<file path="config.mk">
export PLATFORM = sky130hd
export DESIGN_NAME = rv_fetch_queue
export DESIGN_NICKNAME = d
export VERILOG_FILES = /design/src/rtl/rv_pkg.sv /design/src/rtl/rv_sync_fifo.sv /design/src/rtl/rv_fetch_queue.sv
export SDC_FILE = /design/constraint.sdc
export NUM_CORES = 1
export LEC_CHECK = 0
export CORE_ASPECT_RATIO = 0.7
export CORE_MARGIN = 2
export CORE_UTILIZATION = 57
export DETAILED_ROUTE_END_ITERATION = 10
export DONT_BUFFER_PORTS = 1
export PLACE_DENSITY = 0.79
export RECOVER_POWER = 100
export SETUP_SLACK_MARGIN = 0.15
export SLEW_MARGIN = 15
export SYNTH_ARGS = -nofsm -noshare
export SYNTH_HDL_FRONTEND = slang
export SYNTH_SLANG_ARGS = --single-unit
export TNS_END_PERCENT = 5
</file>
<file path="constraint.sdc">
create_clock -name clk -period 3.1 [get_ports clk]
set_input_delay 0.62 -clock clk [delete_from_list [all_inputs] [get_ports clk]]
set_output_delay 0.62 -clock clk [all_outputs]
set_load 0.01 [all_outputs]
</file>
<file path="src/rtl/rv_pkg.sv">
// Shared RISC-V encodings and the fetch queue FSM state type.
package rv_pkg;

    localparam logic [6:0]  OP_BRANCH = 7'b1100011;
    localparam logic [6:0]  OP_JAL    = 7'b1101111;
    localparam logic [6:0]  OP_JALR   = 7'b1100111;
    localparam logic [31:0] NOP_INSTR = 32'h0000_0013;  // addi x0, x0, 0

    typedef enum logic {
        FQ_RUN  = 1'b0,
        FQ_HOLD = 1'b1
    } fq_state_t;

    function automatic logic is_ctrl(input logic [6:0] opcode);
        return (opcode == OP_BRANCH) || (opcode == OP_JAL) || (opcode == OP_JALR);
    endfunction

endpackage

</file>
<file path="src/rtl/rv_sync_fifo.sv">
// Synchronous FIFO with flush; head entry is read combinationally (show-ahead).
module rv_sync_fifo #(
    parameter int WIDTH = 8,
    parameter int DEPTH = 4
) (
    input  logic                   clk,
    input  logic                   rst,
    input  logic                   flush,
    input  logic                   push,
    input  logic [WIDTH-1:0]       wdata,
    input  logic                   pop,
    output logic [WIDTH-1:0]       rdata,
    output logic [$clog2(DEPTH):0] count,
    output logic                   empty,
    output logic                   full
);
    localparam int PW = $clog2(DEPTH);

    logic [WIDTH-1:0] mem [DEPTH];
    logic [PW-1:0]    wr_ptr;
    logic [PW-1:0]    rd_ptr;
    logic             do_push;
    logic             do_pop;

    assign empty   = (count == '0);
    assign full    = (count == (PW+1)'(DEPTH));
    assign do_pop  = pop && !empty;
    assign do_push = push && (!full || do_pop);
    assign rdata   = mem[rd_ptr];

    always_ff @(posedge clk) begin
        if (rst || flush) begin
            wr_ptr <= '0;
            rd_ptr <= '0;
            count  <= '0;
        end else begin
            if (do_push) wr_ptr <= wr_ptr + 1'b1;
            if (do_pop)  rd_ptr <= rd_ptr + 1'b1;
            case ({do_push, do_pop})
                2'b10:   count <= count + 1'b1;
                2'b01:   count <= count - 1'b1;
                default: ;
            endcase
        end
    end

    // Storage carries no reset; pointers alone define validity.
    always_ff @(posedge clk) begin
        if (do_push && !rst && !flush) mem[wr_ptr] <= wdata;
    end

endmodule

</file>
<file path="src/rtl/rv_fetch_queue.sv">
// Instruction fetch unit: issues word reads to a 1-cycle instruction memory and
// queues {pc, instr} pairs for decode, with redirect flush and stop-on-branch.
module rv_fetch_queue
    import rv_pkg::*;
#(
    parameter int              XLEN         = 32,
    parameter int              IMEM_DEPTH   = 32,
    parameter int              QDEPTH       = 4,
    parameter logic [XLEN-1:0] RESET_PC     = '0,
    parameter bit              STOP_ON_CTRL = 1'b1
) (
    input  logic                          clk,
    input  logic                          rst,
    output logic                          imem_req,
    output logic [$clog2(IMEM_DEPTH)-1:0] imem_addr,
    input  logic [31:0]                   imem_rdata,
    input  logic                          redirect_valid,
    input  logic [XLEN-1:0]               redirect_pc,
    output logic                          out_valid,
    input  logic                          out_ready,
    output logic [31:0]                   out_instr,
    output logic [XLEN-1:0]               out_pc,
    output logic                          out_ctrl,
    output logic [$clog2(QDEPTH):0]       count
);
    localparam int AW = $clog2(IMEM_DEPTH);
    localparam int OW = $clog2(QDEPTH) + 2;

    fq_state_t        state;
    logic [XLEN-1:0]  fetch_pc;
    logic [XLEN-1:0]  req_pc;
    logic             inflight;
    logic             pop;
    logic             push;
    logic             stop_now;
    logic [OW-1:0]    occupied;
    logic [OW-1:0]    limit;
    logic [XLEN+31:0] head;
    logic             empty;
    logic             unused_full;
    logic             unused_rpc_lsb;

    assign pop  = out_valid && out_ready;
    assign push = inflight;

    // A control transfer arriving this cycle also blocks the request that
    // would otherwise go out alongside it, so nothing past it gets fetched.
    assign stop_now = STOP_ON_CTRL && push && is_ctrl(imem_rdata[6:0]);

    // Request only if its response is guaranteed a slot on the following edge.
    assign occupied = OW'(count) + OW'(inflight);
    assign limit    = OW'(QDEPTH) + OW'(pop);

    assign imem_req  = !rst && (state == FQ_RUN) && !redirect_valid && !stop_now
                       && (occupied < limit);
    assign imem_addr = fetch_pc[2 +: AW];

    always_ff @(posedge clk) begin
        if (rst) begin
            fetch_pc <= RESET_PC;
            req_pc   <= '0;
            inflight <= 1'b0;
            state    <= FQ_RUN;
        end else if (redirect_valid) begin
            fetch_pc <= {redirect_pc[XLEN-1:2], 2'b00};
            inflight <= 1'b0;
            state    <= FQ_RUN;
        end else begin
            inflight <= imem_req;
            if (imem_req) begin
                req_pc   <= fetch_pc;
                fetch_pc <= fetch_pc + XLEN'(4);
            end
            if (stop_now) state <= FQ_HOLD;
        end
    end

    rv_sync_fifo #(
        .WIDTH(XLEN + 32),
        .DEPTH(QDEPTH)
    ) u_fifo (
        .clk   (clk),
        .rst   (rst),
        .flush (redirect_valid),
        .push  (push),
        .wdata ({req_pc, imem_rdata}),
        .pop   (pop),
        .rdata (head),
        .count (count),
        .empty (empty),
        .full  (unused_full)
    );

    assign unused_rpc_lsb = ^redirect_pc[1:0];

    assign out_valid = !empty;
    assign out_instr = out_valid ? head[31:0] : NOP_INSTR;
    assign out_pc    = out_valid ? head[XLEN+31:32] : '0;
    assign out_ctrl  = out_valid && is_ctrl(head[6:0]);

endmodule
</file>
Word level (Yosys, flattened, before mapping):

Memories as Yosys holds them, arrays and structs flattened. A register that Yosys moved wholly into a read port is not among the register bits.
Index checks and enable logic that the tools add are counted.

* logic and storage cells: 64
* input port bits: 68
* memories kept: 1
* RAM bits: 256
* flip-flop bits (word level): 73

* equality and inequality tests: 9
* magnitude comparators: 1
* bitwise operators: 2
* muxes and demuxes: 9
* reduce and logical (&&, ||, !) cells: 27
* add/sub/neg operators: 7

Memories
* u_fifo.mem: depth 4, bits a word 64, read ports 1, clocked after memory_dff 1, wr ports 1, RTL line rv_sync_fifo.sv:19 `logic [WIDTH-1:0] mem [DEPTH];`

Operators by type and width (count)
* 32-bit two-way mux: 4
* 7-bit == test (second input constant): 6
* 32-bit by 3-bit adder with 32-bit output (second input constant): 1
* 1-bit logical AND: 11
* 1-bit logical OR: 6
* 3-bit one-hot mux with 2 select lines: 1
* 1-bit logical NOT: 5
* 2-bit by 1-bit adder with 2-bit output (second input constant): 2
* 3-bit by 1-bit adder with 4-bit output: 1
* 3-bit by 1-bit adder with 4-bit output (first input constant): 1
* 4-bit < comparator: 1
* 2-bit two-way mux: 2
* 2-bit nonzero test: 2
* 3-bit by 1-bit adder with 3-bit output (second input constant): 1
* 3-bit == test (second input constant): 1
* 3-bit logical NOT: 1
* 3-bit by 1-bit subtractor with 3-bit output (second input constant): 1
* 2-bit by 1-bit == test with 1-bit output (second input constant): 1
* 2-bit == test (second input constant): 1
* 1-bit two-way mux: 2
* 1-bit inverter: 2
* 2-bit AND reduction: 1
* 2-bit OR reduction: 1

Depth between registers and ports, before layout:

* depth in word-level cells: 10
* depth in mapped cells: 11
* depth with buffers taken out: 9

Cells and area by module:

From an unflattened synthesis, not the netlist that was laid out.

* cell total of the unflattened synthesis: 852
* area, all modules: 13073.8 um^2

By module, submodules not included
* rv_sync_fifo: cells each 394, seq. area each 7867.5 um^2, instances 1, area each 9731.8 um^2
* rv_fetch_queue: cells each 458, seq. area each 1241.2 um^2, instances 1, area each 3342.0 um^2

Least setup slack after synthesis:

OpenSTA, ideal clock, no wires.

* path type: input to register
* start: input rst
* end: memory u_fifo.mem[0][0] (netlist name) (enable)
* arrival: 2.875 ns
* stages: 5
* path slack: -0.201 ns
* cells stage by stage: clkbuf_1 or2_2 clkbuf_1 nor2_1 and2_1

* word-level cells in the longest chain between the ends: 5

Ends and longest elaborated chain
* start: declaration: RTL line rv_fetch_queue.sv:13 `input logic rst,`
* 1-bit logical NOT: RTL line rv_sync_fifo.sv:49 `if (do_push && !rst && !flush) mem[wr_ptr] <= wdata;`
* 1-bit logical AND (2 in series): RTL line rv_sync_fifo.sv:49
* 1-bit two-way mux: RTL line rv_sync_fifo.sv:49
* 1-bit two-way mux (implied by the code): RTL line rv_sync_fifo.sv:49
* end: declaration: RTL line rv_sync_fifo.sv:19

Every way passes these cells.

==> flow_metrics.env <==
export IMPL_status="completed"
export IMPL_die_area_um2=23600
export IMPL_cpPeakStageDelay_ns=0.63
export IMPL_syn_area_um2=12800
export IMPL_reg2reg_depth=9
export IMPL_p_sw_mw=1.64
export IMPL_antenna_found_initial=0
export IMPL_fp_row_count=45
export IMPL_final_max_slew_viol_count=0
export IMPL_internal_power_mw=6.58
export IMPL_syn_avg_cell_area_um2=15.2
export IMPL_grt_pass1_vias=6707
export IMPL_max_freq_ghz=0.345
export IMPL_gp_congestion=0.870
export IMPL_cp_start_kind="flip-flop"
export IMPL_diodes=0
export IMPL_clockPowerShare_pct=40.4
export IMPL_final_layout_size_suffix_gt1_share_pct=16.2
export IMPL_dpl_instance_area_um2=13100
export IMPL_cp_cell_sequence="buf_6, mux4_2, and2_0"
export IMPL_setup_violations=0
export IMPL_period_share_pct=93.6
export IMPL_synth_edff_count=248
export IMPL_layout_common_cells="248 x edfxtp_1, 101 x nand2_1, 69 x dfxtp_1"
export IMPL_synth_seq_cells=319
export IMPL_die_h_um=129
export IMPL_cts_sinks=319
export IMPL_ctsHoldBuffers=0
export IMPL_clk_pin_slew_ns=0.07
export IMPL_drt_first_pass_iters=7
export IMPL_grt_pass1_wl_um=37900
export IMPL_cts_inserted_buffers=29
export IMPL_die_w_um=183
export IMPL_vdd_ir_drop_max_mv=0.482
export IMPL_endpoint_kind="output pin"
export IMPL_worstPathMaxFanout=37
export IMPL_p_seq_share_pct=57.1
export IMPL_rsz0062_at_grt="no"
export IMPL_yosys_warnings=0
export IMPL_yosysSeqAreaShare_pct=69.5
export IMPL_timing_rr_end="fetch_pc[21]"
export IMPL_clockRootBuffer="clkbuf_16"
export IMPL_nNetsFinal=915
export IMPL_r2r_start="u_fifo.count[0]"
export IMPL_portBuffers=0
export IMPL_worstPathArrival_ns=2.28
export IMPL_crit_cells=3
export IMPL_finalInstanceArea_um2=13900
export IMPL_num_fill_cells=1551
export IMPL_start_util_pct=58.4
export IMPL_power_frac_comb_pct=2.5
export IMPL_drc=0
export IMPL_ios=143
export IMPL_finalWirelength_um=24300
export IMPL_synth_main_ff_cell="edfxtp_1"
export IMPL_endpoint="out_pc[18]"
export IMPL_swShare_pct=19.9
export IMPL_via_count=6916
export IMPL_hold_path_class="input pin to flip-flop"
export IMPL_fin_util_pct=63.8
export IMPL_drv_cap=0
export IMPL_hpwl_um=14900
export IMPL_multiInputGateArea_um2=3600
export IMPL_cp_required_ns=2.48
export IMPL_seqCellArea_um2=8870
export IMPL_cts_max_path_buffers=3
export IMPL_slowest_stage="dfxtp_2"
export IMPL_wl_per_cell_um=21.2
export IMPL_r2r_setup_slack_ns=0.35
export IMPL_grt_max_degree=63
export IMPL_final_common_cell="edfxtp_1"
export IMPL_final_hold_viol_count=0
export IMPL_p_leak_nw=4.54
export IMPL_core_um2=21800
export IMPL_insertion_delay_ns=0.55
export IMPL_critical_path_class="flip-flop to output pin"
export IMPL_post_place_ws_ns=0.594
export IMPL_syn_to_final_growth_pct=9.17
export IMPL_grtUsageTotal_pct=20.7
export IMPL_setup_ws_ns=0.198
export IMPL_antenna_left=0
export IMPL_drtIter0Drc=589
export IMPL_htreeDepth=1
export IMPL_powerDensity_nw_per_um2=590
export IMPL_finalCriticalPeriod_ns=2.90
export IMPL_cts_tree="yes"
export IMPL_overflow=0
export IMPL_path_buf_inv=1
export IMPL_via_per_inst=6.05
export IMPL_netlist_instances=837
export IMPL_skew_ns=0.0197
export IMPL_cp_top_family="flip-flops"
export IMPL_ys_types=48
export IMPL_max_slew_margin_pct=21.4
export IMPL_tightest_slew_ns=1.18
export IMPL_synthArstFlopShare_pct=0
## layer usage
metal	up-vias	global-route usage, %	wire length, um
met5	-	0	0
met4	0	4.99	412
met3	33	7.17	2350
met2	253	31.4	10900
met1	3439	29.4	10600
li1	3191	-	-
## worst min path at each step
stage                       from           end  slack (ns)  depth (start not counted)
floorplan           fetch_pc[31]    req_pc[31]        0.44                          2
global placement           state         state        0.47                          2
detailed placement  fetch_pc[30]    req_pc[30]        0.48                          2
CTS                          rst    req_pc[25]        0.12                          1
global route                 rst  fetch_pc[19]        0.12                          1
finish                       rst    req_pc[20]        0.15                          1
## logic make-up (layout without fill, tap and decap cells)
group	after synthesis	in the layout	synth area share [%]
muxes	63	63	11.0
adders and majority gates	8	8	0.843
DFF	319	319	69.5
AOI/OAI and AO/OA	105	105	4.99
buffers and inverters	65	89	2.26
xor gates and xnor gates	7	7	0.480
other	1	2	0.0294
and+or+nand+nor	269	269	10.9
## synthesized netlist by cell type (9+ instances only)
master | n | area share [%]
a21oi_1 | 52 | 2.0
a31oi_1 | 17 | 0.83
and2_1 | 63 | 3.1
buf_2 | 9 | 0.35
buf_4 | 9 | 0.53
clkbuf_1 | 30 | 0.88
dfxtp_1 | 71 | 11
edfxtp_1 | 248 | 58
inv_1 | 9 | 0.26
mux4_2 | 62 | 11
nand2_1 | 101 | 3.0
nand3_1 | 14 | 0.55
nand4_1 | 11 | 0.54
nor2_1 | 27 | 0.79
o211ai_1 | 12 | 0.71
o21ai_0 | 10 | 0.39
or3_1 | 10 | 0.49
## registers in the layout (all words and copies together), names as in the netlist, named ones only
signal and flops:
fetch_pc 30, inflight 1, req_pc 30, state 1
u_fifo.count 3, u_fifo.mem 248, u_fifo.rd_ptr 2, u_fifo.wr_ptr 2
## repair_timing
item	CTS	global route
setup endpoints to repair	1	1
resized for setup	1	4
setup buffers	4	0
## stage by stage
stage                     power [mW]  TNS, ns  std cells  hold slack, ns
after floorplan                 4.95   -37.38        838           0.442
after global placement          4.98        0       1086           0.473
after detailed placement        4.99        0       1086           0.477
after CTS                       8.29        0       1144           0.124
after global routing            8.47        0       1144           0.122
final                           8.22        0       1144           0.153
## power by group through the flow
stage,sequential [mW],clock [mW],combinational [mW]
after floorplan,4.76,0,0.187
after global placement,4.78,0,0.201
after detailed placement,4.78,0,0.207
after CTS,4.69,3.39,0.211
after global routing,4.69,3.55,0.230
final,4.69,3.32,0.206
## final cells by class
| class | count | share of cell area [%] |
|---|---|---|
| clock buffer | 43 | 5.73 |
| clock inverter | 11 | 0.602 |
| inverter | 11 | 0.296 |
| multi-input combinational | 454 | 25.9 |
| sequential | 319 | 63.7 |
| tap | 282 | 2.53 |
| timing repair buffer | 24 | 1.28 |
Power figures use the tool's default switching activity.
